[config.mk]
export PLATFORM = sky130hd
export DESIGN_NAME = stream_dmux
export DESIGN_NICKNAME = d
export VERILOG_FILES = /design/src/rtl/stream_dmux.sv
export SDC_FILE = /design/constraint.sdc
export NUM_CORES = 1
export LEC_CHECK = 0
export BUFFER_PORTS_ARGS = -buffer_cell sky130_fd_sc_hd__buf_2
export CORE_ASPECT_RATIO = 0.6
export CORE_UTILIZATION = 47
export CTS_CLUSTER_DIAMETER = 120
export CTS_CLUSTER_SIZE = 28
export DETAILED_ROUTE_END_ITERATION = 10
export GPL_ROUTABILITY_DRIVEN = 0
export GPL_TIMING_DRIVEN = 0
export PLACE_DENSITY = 0.76
export SETUP_SLACK_MARGIN = 0.3
export SLEW_MARGIN = 10
export SYNTH_ARGS = -nofsm -noshare
export SYNTH_HDL_FRONTEND = slang
export SYNTH_SLANG_ARGS = --single-unit
[constraint.sdc]
create_clock -name clk -period 3.7 [get_ports clk]
set_clock_uncertainty 0.15 [all_clocks]
set_input_delay 0.185 -clock clk [delete_from_list [all_inputs] [get_ports clk]]
set_output_delay 0.185 -clock clk [all_outputs]
set_load 0.005 [all_outputs]
[src/rtl/stream_dmux.sv]
// stream_dmux: registered 1-to-CHANNELS stream demultiplexer.
//
// A single valid/ready input stream is routed to one output channel chosen by
// sel, or to every channel when bcast is set. Each channel owns a one-entry
// holding register, so a stalled consumer only blocks words aimed at it.
// A word accepted with an out-of-range sel is dropped and flagged on err.
//
// Ports:
//   clk        clock, all state updates on the rising edge
//   reset      asynchronous, active-high reset
//   in_valid   producer presents a word
//   in_ready   word can be accepted this cycle (combinational, independent of in_valid)
//   in_data    word to route
//   sel        target channel index
//   bcast      deliver to all channels, sel ignored
//   out_valid  bit i: channel i holds a word
//   out_ready  bit i: consumer i takes its word this cycle
//   out_data   channel i at [i*WIDTH +: WIDTH]
//   err        one-cycle pulse after an out-of-range word was accepted and discarded

module stream_dmux #(
  parameter int unsigned WIDTH    = 16,
  parameter int unsigned CHANNELS = 8,
  localparam int unsigned SEL_W   = $clog2(CHANNELS)
) (
  input  logic                      clk,
  input  logic                      reset,
  input  logic                      in_valid,
  output logic                      in_ready,
  input  logic [WIDTH-1:0]          in_data,
  input  logic [SEL_W-1:0]          sel,
  input  logic                      bcast,
  output logic [CHANNELS-1:0]       out_valid,
  input  logic [CHANNELS-1:0]       out_ready,
  output logic [CHANNELS*WIDTH-1:0] out_data,
  output logic                      err
);

  logic [CHANNELS-1:0] valid_q, valid_d;
  logic [WIDTH-1:0]    data_q [CHANNELS];
  logic                err_q, err_d;

  logic [CHANNELS-1:0] sel_hit;
  logic                sel_ok;
  logic [CHANNELS-1:0] free;
  logic [CHANNELS-1:0] load;
  logic [CHANNELS-1:0] pop;
  logic                accept;

  // Decode sel against each real channel; sel values past CHANNELS-1 hit
  // nothing, which also gives the range check without out-of-bounds indexing.
  always_comb begin
    sel_hit = '0;
    for (int i = 0; i < CHANNELS; i++) begin
      sel_hit[i] = (sel == SEL_W'(i));
    end
    sel_ok = |sel_hit;
  end

  // A channel can take a word if it is empty or being drained this cycle.
  assign free = ~valid_q | out_ready;
  assign pop  = valid_q & out_ready;

  always_comb begin
    in_ready = 1'b0;
    if (reset) begin
      in_ready = 1'b0;
    end else if (bcast) begin
      // Broadcast is all-or-nothing: wait until every channel has room.
      in_ready = &free;
    end else if (sel_ok) begin
      in_ready = |(sel_hit & free);
    end else begin
      // Out-of-range words are always swallowed so the producer never stalls.
      in_ready = 1'b1;
    end
  end

  assign accept = in_valid & in_ready;

  always_comb begin
    load = '0;
    if (accept) begin
      load = bcast ? {CHANNELS{1'b1}} : sel_hit;
    end
    // Load wins over pop so a pop+load cycle keeps the channel full.
    valid_d = (valid_q & ~pop) | load;
    err_d   = accept & ~bcast & ~sel_ok;
  end

  always_ff @(posedge clk or posedge reset) begin
    if (reset) begin
      valid_q <= '0;
      err_q   <= 1'b0;
      for (int i = 0; i < CHANNELS; i++) begin
        data_q[i] <= '0;
      end
    end else begin
      valid_q <= valid_d;
      err_q   <= err_d;
      for (int i = 0; i < CHANNELS; i++) begin
        // Data only changes on load; a plain pop leaves the last word visible.
        if (load[i]) begin
          data_q[i] <= in_data;
        end
      end
    end
  end

  always_comb begin
    out_data = '0;
    for (int i = 0; i < CHANNELS; i++) begin
      out_data[i*WIDTH +: WIDTH] = data_q[i];
    end
  end

  assign out_valid = valid_q;
  assign err       = err_q;

endmodule
# After elaboration in Yosys (flattened, before gate mapping)
# Cells that the tools add are included.
[op_classes]
n_eq_ne = 7
muxes = 5
n_bitwise = 12
reduce_logical = 4
[op_table]
columns = ["cell", "count"]
rows = [
  ["$and 8x8->8", 3],
  ["$mux 8", 2],
  ["$not 8->8", 2],
  ["$or 8x8->8", 2],
  ["$reduce_or 8->1", 2],
  ["$eq 3x3->1 const B", 4],
  ["$reduce_and 8->1", 1],
  ["$eq 3x2->1 const B", 2],
  ["$and 1x1->1", 3],
  ["$eq 3x1->1 const B", 1],
  ["$logic_not 3->1", 1],
  ["$mux 1", 3],
  ["$not 1->1", 2],
]
[word_totals]
regBits = 137
wordCells = 38

# Longest topological paths before layout
# Gate-level depths: netlist of run 1.
[depth]
depth_word = 10
depth_mapped = 8
ltp_nobuf = 5

# Worst setup path before layout of run 1
# Ideal clock, no wire load.
[synth_timing]
path_kind = "input to register"
from = "input port reset"
to = "register data_q, in the netlist out_data[0]"
setup_time_ps = 125
arrival_ps = 5815
required_ps = 3425
path_slack_ps = -2391
stages = 5
n_path_buf = 1
path_cell_list = "inv_1 nand2_1 a221oi_4 buf_8 mux2_4"
[synth_between]
elab_chain_cells = 3
[synth_rtl]
columns = ["item", "line", "text"]
rows = [
  ["start: declaration", "27", "input logic reset,"],
  ["$mux 1", "66", "if (reset) begin"],
  ["$and 1x1->1", "79", "assign accept = in_valid & in_ready;"],
  ["$mux 8", "83", "if (accept) begin"],
  ["end signal: indexed assignment", "104", "data_q[i] <= in_data;"],
  ["end: declaration", "40", "logic [WIDTH-1:0] data_q [CHANNELS];"],
]
# No other way between the ends.
# A chain may end at the register's enable or synchronous reset.

# Worst setup path in the final report of run 1
[layout_timing]
from = "input port reset"
to = "register data_q, in the netlist out_data[117]"
# Same word-level chain as after synthesis.

==> results of run 1 <==
-- registers in the layout (all words and copies together) (netlist names) --
signal,count
out_valid,8
err,1
out_data,128
-- critical path: cells and delay by family --
kind,cells,cell delay [ns]
simple gates,1,0.56
compound gates,1,0.76
buf+inv,4,1.36
mux,1,0.31
-- metrics by stage --
step                      setup slack (ns)  hold slack, ns
after CTS                            0.565          0.0227
after global routing                 0.446          0.0338
after floorplan                     -0.549           0.183
final                                0.636          0.0413
after global placement               -1.66           0.314
after detailed placement             0.698           0.157
-- cells in the mapped netlist (all sizes together) --
master  count  area share
dfrtp     137        0.59
mux2      128        0.29
buf        10       0.024
a221oi      9       0.037
nand2       9      0.0058
nor2b       6      0.0077
inv         5      0.0032
nand2b      5      0.0054
a21o        4      0.0051
or2         4      0.0043
nand3       3      0.0047
nor2        2      0.0013
a31oi       1      0.0036
and2b       1      0.0013
and4        1      0.0015
clkbuf      1     0.00086
conb        1     0.00064
mux4        1      0.0039
nor3        1     0.00086
nor3b       1      0.0013
nor4        1      0.0036
o21ai       1     0.00086
o32ai       1      0.0028
-- logic make-up after synthesis --
| group | share of synthesized area |
|---|---|
| DFF | 0.587 |
| muxes | 0.297 |
| and+or+nand+nor | 0.0377 |
| AOI/OAI and AO/OA | 0.0499 |
| buffers and inverters | 0.0285 |
| other | 0.000642 |
-- routing by layer --
layer,global-route usage,wire length (um)
met5,0,0
met4,0.0727,105
met3,0.0789,919
met2,0.341,6370
met1,0.322,6730
-- where the power goes --
group | internal [mW] | total [mW] | leakage, nW | switching, mW
combinational | 1.13 | 1.80 | 1.78 | 0.673
sequential | 2.12 | 2.48 | 1.64 | 0.360
clock | 1.04 | 1.71 | 0.294 | 0.673
total | 4.28 | 5.98 | 3.72 | 1.71
-- final timing paths --
check / depth (start not counted) / endpoint / start / slack (ns)
max reg2reg: 6 / out_data[117]$_DFFE_PP0P_ / out_valid[5]$_DFF_PP0_ / 0.95
min in group asynchronous: 3 / out_data[62]$_DFFE_PP0P_ / reset / 0.27
max: 7 / out_data[117]$_DFFE_PP0P_ / reset / 0.64
min: 3 / out_valid[5]$_DFF_PP0_ / out_ready[5] / 0.04
max in group asynchronous: 5 / out_data[117]$_DFFE_PP0P_ / reset / 2.27
min reg2reg: 1 / out_valid[0]$_DFF_PP0_ / out_valid[0]$_DFF_PP0_ / 0.35
-- cell type report --
type                       count  share of cell area
multi-input combinational    180               0.290
sequential                   137               0.442
timing repair buffer         190               0.142
inverter                       5             0.00291
clock buffer                  19              0.0584
clock inverter                13              0.0186
tap                          165              0.0266
buffer                        11              0.0190
-- timing repair --
action,CTS,global route
hold buffers,21,0
hold endpoints to repair,154,0
resized for setup,0,0
==> flow_summary.yaml, run 1 <==
worst_setup_path:
  path_class: "in2reg"
  cp.arrival_ns: 3.20
  worstPathCellList: "dlygate4sd3_1, buf_2, clkinvlp_4, nand2_1, a221oi_4, buf_8, mux2_4"
  critical-path-max-stage-delay_ns: 0.76
  cp.required_ns: 3.84
  cp-start-kind: "input pin"
  slowest_stage: "a221oi_4"
  cp_max_fo: 27
  endpoint_kind: "flop"
synth:
  ys_types: 28
  syn_area_um2: 5840
  synth_cells: 333
  synth.avg_cell_area_um2: 17.6
  yosysSeqAreaShare: 0.587
  synth-seq-cells: 137
  syn_nets: 364
  synth_warnings: 0
finish:
  final_util: 0.641
  syn_to_final_growth_pct: 32.6
  final_cells: 720
  layout_common_cells: "buf_2 (166), dfrtp_1 (137), mux2_4 (72)"
  final_common_cell: "buf_2"
  ff_latch_area_um2: 3430
  n_antenna_cell: 0
  fillers: 916
  final_nets: 573
  postLayoutCellArea_um2: 7750
  multi_input_area_um2: 2250
  drive_gt1_frac: 0.640
run_status:
  status: "completed"
power:
  power.leakage_nw: 3.72
  power.density_nw_per_um2: 772
  ir_worst_vdd_v: 0.000388
  finalPower_mw: 5.98
clocking:
  clk_pin_slew_worst_paths_ns: 0.06
  cts-root-buf: "clkbuf_16"
  clk_path_buf_depth: 2
  post-cts-setup-buffers: 0
  htree_levels: 4
  cts_tree: "yes"
  clkSinkCount: 137
  clock_latency_ns: 0.41
  numCtsBuffers: 17
route:
  vias: 3586
  drtIter0Drc: 83
  wl_um: 14100
  ant_nets: 0
  drc: 0
  viasPerCell: 4.98
  drtPass1Iterations: 4
  routedWlPerCell_um: 19.6
floorplanning:
  rows: 31
  start_util: 0.483
  ioPinCount: 169
  die_x_um: 146
  core_area_um2: 12100
  dieArea_um2: 12900
  die_h_um: 88.4
grt:
  grtUsageTotal: 0.231
  overflow: 0
  antenna_found_initial: 0
  grt_pass1_vias: 3789
  grt_pass1_wl_um: 21800
  grt_max_degree: 42
sta:
  timing.final.crit_period_ns: 3.06
  slew_headroom: 0.489
  hold_viol: 0
  rsz0062_at_grt: "no"
  drv_slew: 0
  finalCritPeriodShare: 0.828
  report.final.setup_viol: 0
  fmax_ghz: 0.326
  worst_pin_slew_ns: 0.767
  fin_setup_tns_ns: 0
hold_path:
  min_path_type: "in2reg"
placement:
  place_area_um2: 6950
  dpl.hpwl_um: 9650
  placed_cells: 667
  port_buffers: 166
flow_run:
  cap_violations: 0
Note: power is estimated with default switching activity, not from simulation.
==> inputs of run 2 (changes only) <==
Settings changed: CORE_UTILIZATION 47 to 50, PLACE_DENSITY 0.76 to 0.77.
Clock period 3.7 ns to 3.12 ns, I/O delays scaled along.
==> flow_summary.yaml, run 2 (synthesis gave the netlist of run 1 again) <==
worst_setup_path:
  timing.rr.start: "out_valid[3]$_DFF_PP0_"
  endpoint_kind: "flop"
  cp.required_ns: 3.26
  cp-start-kind: "flop"
  path_class: "reg2reg"
  critPathLaunch: "out_valid[3]$_DFF_PP0_"
  cp.arrival_ns: 2.88
  r2r_end: "out_data[92]$_DFFE_PP0P_"
  r2r_cells: 6
  cp_max_fo: 10
  reg2reg_slack_ns: 0.37
sta:
  rsz0062_at_grt: "no"
  finalCritPeriodShare: 0.880
  fin_setup_tns_ns: 0
  hold_viol: 0
  slew_headroom: 0.505
  worst_pin_slew_ns: 0.741
  whs_ns: 0.0324
  report.final.setup_viol: 0
  setup_ws_ns: 0.375
  timing.final.crit_period_ns: 2.75
  fmax_ghz: 0.364
  drv_slew: 0
clocking:
  cts-root-buf: "clkbuf_16"
  clk_path_buf_depth: 2
  cts_tree: "yes"
  clkSinkCount: 137
  clock_latency_ns: 0.41
  numCtsBuffers: 17
  htree_levels: 4
  clk_pin_slew_worst_paths_ns: 0.06
floorplanning:
  core_area_um2: 11300
  dieArea_um2: 12100
  die_h_um: 85.7
  rows: 30
  die_x_um: 142
  ioPinCount: 169
  start_util: 0.516
finish:
  syn_to_final_growth_pct: 35.0
  final_cells: 729
  n_antenna_cell: 0
  layout_common_cells: "buf_2 (166), dfrtp_1 (137), mux2_4 (72)"
  final_common_cell: "buf_2"
  final_nets: 587
  drive_gt1_frac: 0.641
  largest_reg_flops: 128
grt:
  grt_max_degree: 42
  grtUsageTotal: 0.243
  grt_pass1_vias: 3817
  grt_pass1_wl_um: 21700
  overflow: 0
  antenna_found_initial: 0
hold_path:
  worst_hold_path.num_cells: 3
  worst_hold_path.endpoint: "out_valid[7]$_DFF_PP0_"
  hp-start: "out_ready[7]"
  min_path_type: "in2reg"
power:
  ir_worst_vdd_v: 0.000453
  power.density_nw_per_um2: 894
  finalPower_mw: 7.05
  power.leakage_nw: 3.80
route:
  ant_nets: 0
  vias: 3637
  drtPass1Iterations: 5
  wl_um: 14000
  drc: 0
  drtIter0Drc: 101
  viasPerCell: 4.99
  routedWlPerCell_um: 19.2
flow_run:
  cap_violations: 0
run_status:
  status: "completed"
placement:
  port_buffers: 166
  dp_slack_ns: -0.00763
  dpl.hpwl_um: 9410
  placed_cells: 662
## run 2: cell count changes in the layout (fill, tap and decap cells not counted)
cell,previous run,this run
buf_4,0,9
inv_6,3,0
clkinv_4,4,5
buf_12,3,6
dlygate4sd3_1,21,23
clkinvlp_4,2,1
clkbuf_1,0,2
clkbuf_8,2,3
## run 2: metrics by stage
stage               area [um^2]  utilization
floorplan                  5850            -
global placement           6880        0.607
detailed placement         6940        0.612
CTS                        7820        0.690
global route               7890        0.696
finish                     7890        0.696
## run 2: what timing repair did
| action | 4_1_cts | 5_1_grt |
|---|---|---|
| endpoints found under the hold margin | 159 | 0 |
| resized for setup | 0 | 0 |
| endpoints found under the setup margin | 0 | 29 |
| setup buffers | 0 | 9 |
| hold buffers | 26 | 0 |
## run 2: cell type report
cell class                 instances  area, um^2
clock inverter                    10         119
sequential                       137        3430
buffer                            11         148
timing repair buffer             204        1250
multi-input combinational        180        2250
tap                              160         200
inverter                           5        22.5
fill                             766        3450
clock buffer                      22         474
## run 2: where the power goes
group          total, mW  switching [mW]  internal (mW)  leakage [nW]
combinational       2.15           0.795           1.35          1.87
clock               1.98           0.741           1.24         0.294
sequential          2.92           0.410           2.51          1.64
## run 2: worst max-delay path by stage
stage | slack, ns | end
6_report | 0.37 | out_data[92]$_DFFE_PP0P_
3_3_place_gp | -2.25 | out_data[51]$_DFFE_PP0P_
2_1_floorplan | -1.10 | out_data[0]$_DFFE_PP0P_
4_1_cts | 0.37 | out_data[24]$_DFFE_PP0P_
3_5_place_dp | -0.008 | out_data[24]$_DFFE_PP0P_
5_1_grt | 0.30 | out_data[92]$_DFFE_PP0P_
## run 2: critical path, cell delays in order, from the launching register on
cell and delay [ns]:
dfrtp_1 0.39, nor2b_1 0.19, nor4_4 0.34, nand3_4 0.26, a221oi_4 0.68, buf_8 0.28, mux2_4 0.32
## run 2: routing by layer
layer	track usage	wire, um	vias to the layer above
li1	-	-	1648
met1	0.357	6870	1852
met2	0.351	6100	129
met3	0.0782	945	8
met4	0.0577	91	0
met5	0	0	-
==> inputs of run 3 (changes only) <==
Settings changed: REMOVE_ABC_BUFFERS set to 1.
==> flow_summary.yaml, run 3 (synthesis gave the netlist of run 1 again) <==
clocking:
  cts_tree: "yes"
  clk_path_buf_depth: 2
  cts-root-buf: "clkbuf_16"
  clock_latency_ns: 0.40
  htree_levels: 4
  clkSinkCount: 137
  numCtsBuffers: 17
  clk_pin_slew_worst_paths_ns: 0.06
worst_setup_path:
  cp-start-kind: "flop"
  endpoint_kind: "flop"
  critical-path-max-stage-delay_ns: 0.37
  slowest_stage: "dfrtp_1"
  cp_max_fo: 10
  cp.arrival_ns: 2.73
  path_class: "reg2reg"
  worstPathCellList: "nor2b_1, o21ai_0, o32ai_4, buf_4, a221oi_4, buf_8, buf_6, mux2_2"
  cp.required_ns: 3.26
flow_run:
  cap_violations: 0
finish:
  fillers: 742
  postLayoutCellArea_um2: 7960
  syn_to_final_growth_pct: 36.2
  final_common_cell: "buf_2"
  final_util: 0.702
  final_nets: 586
  final_cells: 728
  drive_gt1_frac: 0.646
  layout_common_cells: "buf_2 (168), dfrtp_1 (137), mux2_4 (72)"
  largest_reg_flops: 128
  n_antenna_cell: 0
grt:
  overflow: 0
  grt_pass1_wl_um: 22100
  antenna_found_initial: 0
  grt_pass1_vias: 3889
  grt_max_degree: 75
  grtUsageTotal: 0.244
route:
  routedWlPerCell_um: 19.3
  wl_um: 14000
  drtIter0Drc: 79
  drtPass1Iterations: 4
  viasPerCell: 5.04
  drc: 0
  vias: 3668
  ant_nets: 0
sta:
  rsz0062_at_grt: "no"
  fin_setup_tns_ns: 0
  slew_headroom: 0.494
  whs_ns: 0.0359
  drv_slew: 0
  worst_pin_slew_ns: 0.758
  setup_ws_ns: 0.532
  fmax_ghz: 0.386
  finalCritPeriodShare: 0.830
  hold_viol: 0
  timing.final.crit_period_ns: 2.59
  report.final.setup_viol: 0
floorplanning:
  dieArea_um2: 12100
  ioPinCount: 169
  die_x_um: 142
  core_area_um2: 11300
  start_util: 0.516
  rows: 30
  die_h_um: 85.7
run_status:
  status: "completed"
placement:
  dpl.hpwl_um: 9160
  place_area_um2: 6890
  port_buffers: 168
  placed_cells: 658
  dp_slack_ns: -0.215
power:
  finalPower_mw: 7.36
  ir_worst_vdd_v: 0.000544
  power.leakage_nw: 3.84
  power.density_nw_per_um2: 925
hold_path:
  min_path_type: "in2reg"
run 3: cell count changes in the layout (fill, tap and decap cells not counted), moves of 2 or more:
cell	before	now
buf_8	8	3
bufinv_16	2	6
buf_12	6	3
buf_16	0	3
buf_4	9	12
clkbuf_8	3	0
buf_2	166	168
clkbuf_1	2	0
inv_6	0	2
run 3: critical path, delay by kind of cell, from the launching register on:
family,cells,cell delay [ns]
compound gates,3,0.83
buf+inv,3,0.59
flops,1,0.37
mux,1,0.34
simple gates,1,0.18
run 3: per-layer routing:
layer	wire length [um]	track usage	vias up
li1	-	-	1650
met1	6390	0.330	1865
met2	6510	0.381	138
met3	1020	0.0793	15
met4	104	0.0694	0
met5	0	0	-
run 3: layout make-up:
| cell class | instances | area, um^2 | area share |
|---|---|---|---|
| well taps | 160 | 200 | 0.0252 |
| repair buffers | 214 | 1370 | 0.172 |
| multi-input cells | 180 | 2260 | 0.284 |
| clock inverters | 15 | 248 | 0.0311 |
| inverters | 5 | 23.8 | 0.00299 |
| flip-flops and latches | 137 | 3430 | 0.431 |
| clock buffers | 17 | 425 | 0.0535 |
run 3: path summary, 6_finish.rpt:
kind	startpoint	endpoint	slack [ns]	depth (start not counted)
worst max-delay path	out_valid[7]$_DFF_PP0_	out_data[14]$_DFFE_PP0P_	0.53	8
worst min-delay path	out_ready[7]	out_valid[7]$_DFF_PP0_	0.04	3
worst max register to register	out_valid[7]$_DFF_PP0_	out_data[14]$_DFFE_PP0P_	0.53	8
worst min register to register	out_data[82]$_DFFE_PP0P_	out_data[82]$_DFFE_PP0P_	0.35	1
max in group asynchronous	reset	out_data[113]$_DFFE_PP0P_	2.21	4
min in group asynchronous	reset	out_valid[1]$_DFF_PP0_	0.28	4
run 3: what timing repair did:
item                                    CTS  global route
pin swaps                                 6             3
buffers inserted                         11             4
gates resized for setup                   0             0
endpoints found under the setup margin   75            26
hold endpoints to repair                196             0
cloned                                    0             0
hold buffers                             23             0
run 3: power breakdown:
group / leakage (nW) / internal, mW / switching (mW)
combinational: 1.86 / 1.36 / 0.817
clock: 0.331 / 1.50 / 0.758
sequential: 1.64 / 2.51 / 0.417
total: 3.84 / 5.37 / 1.99
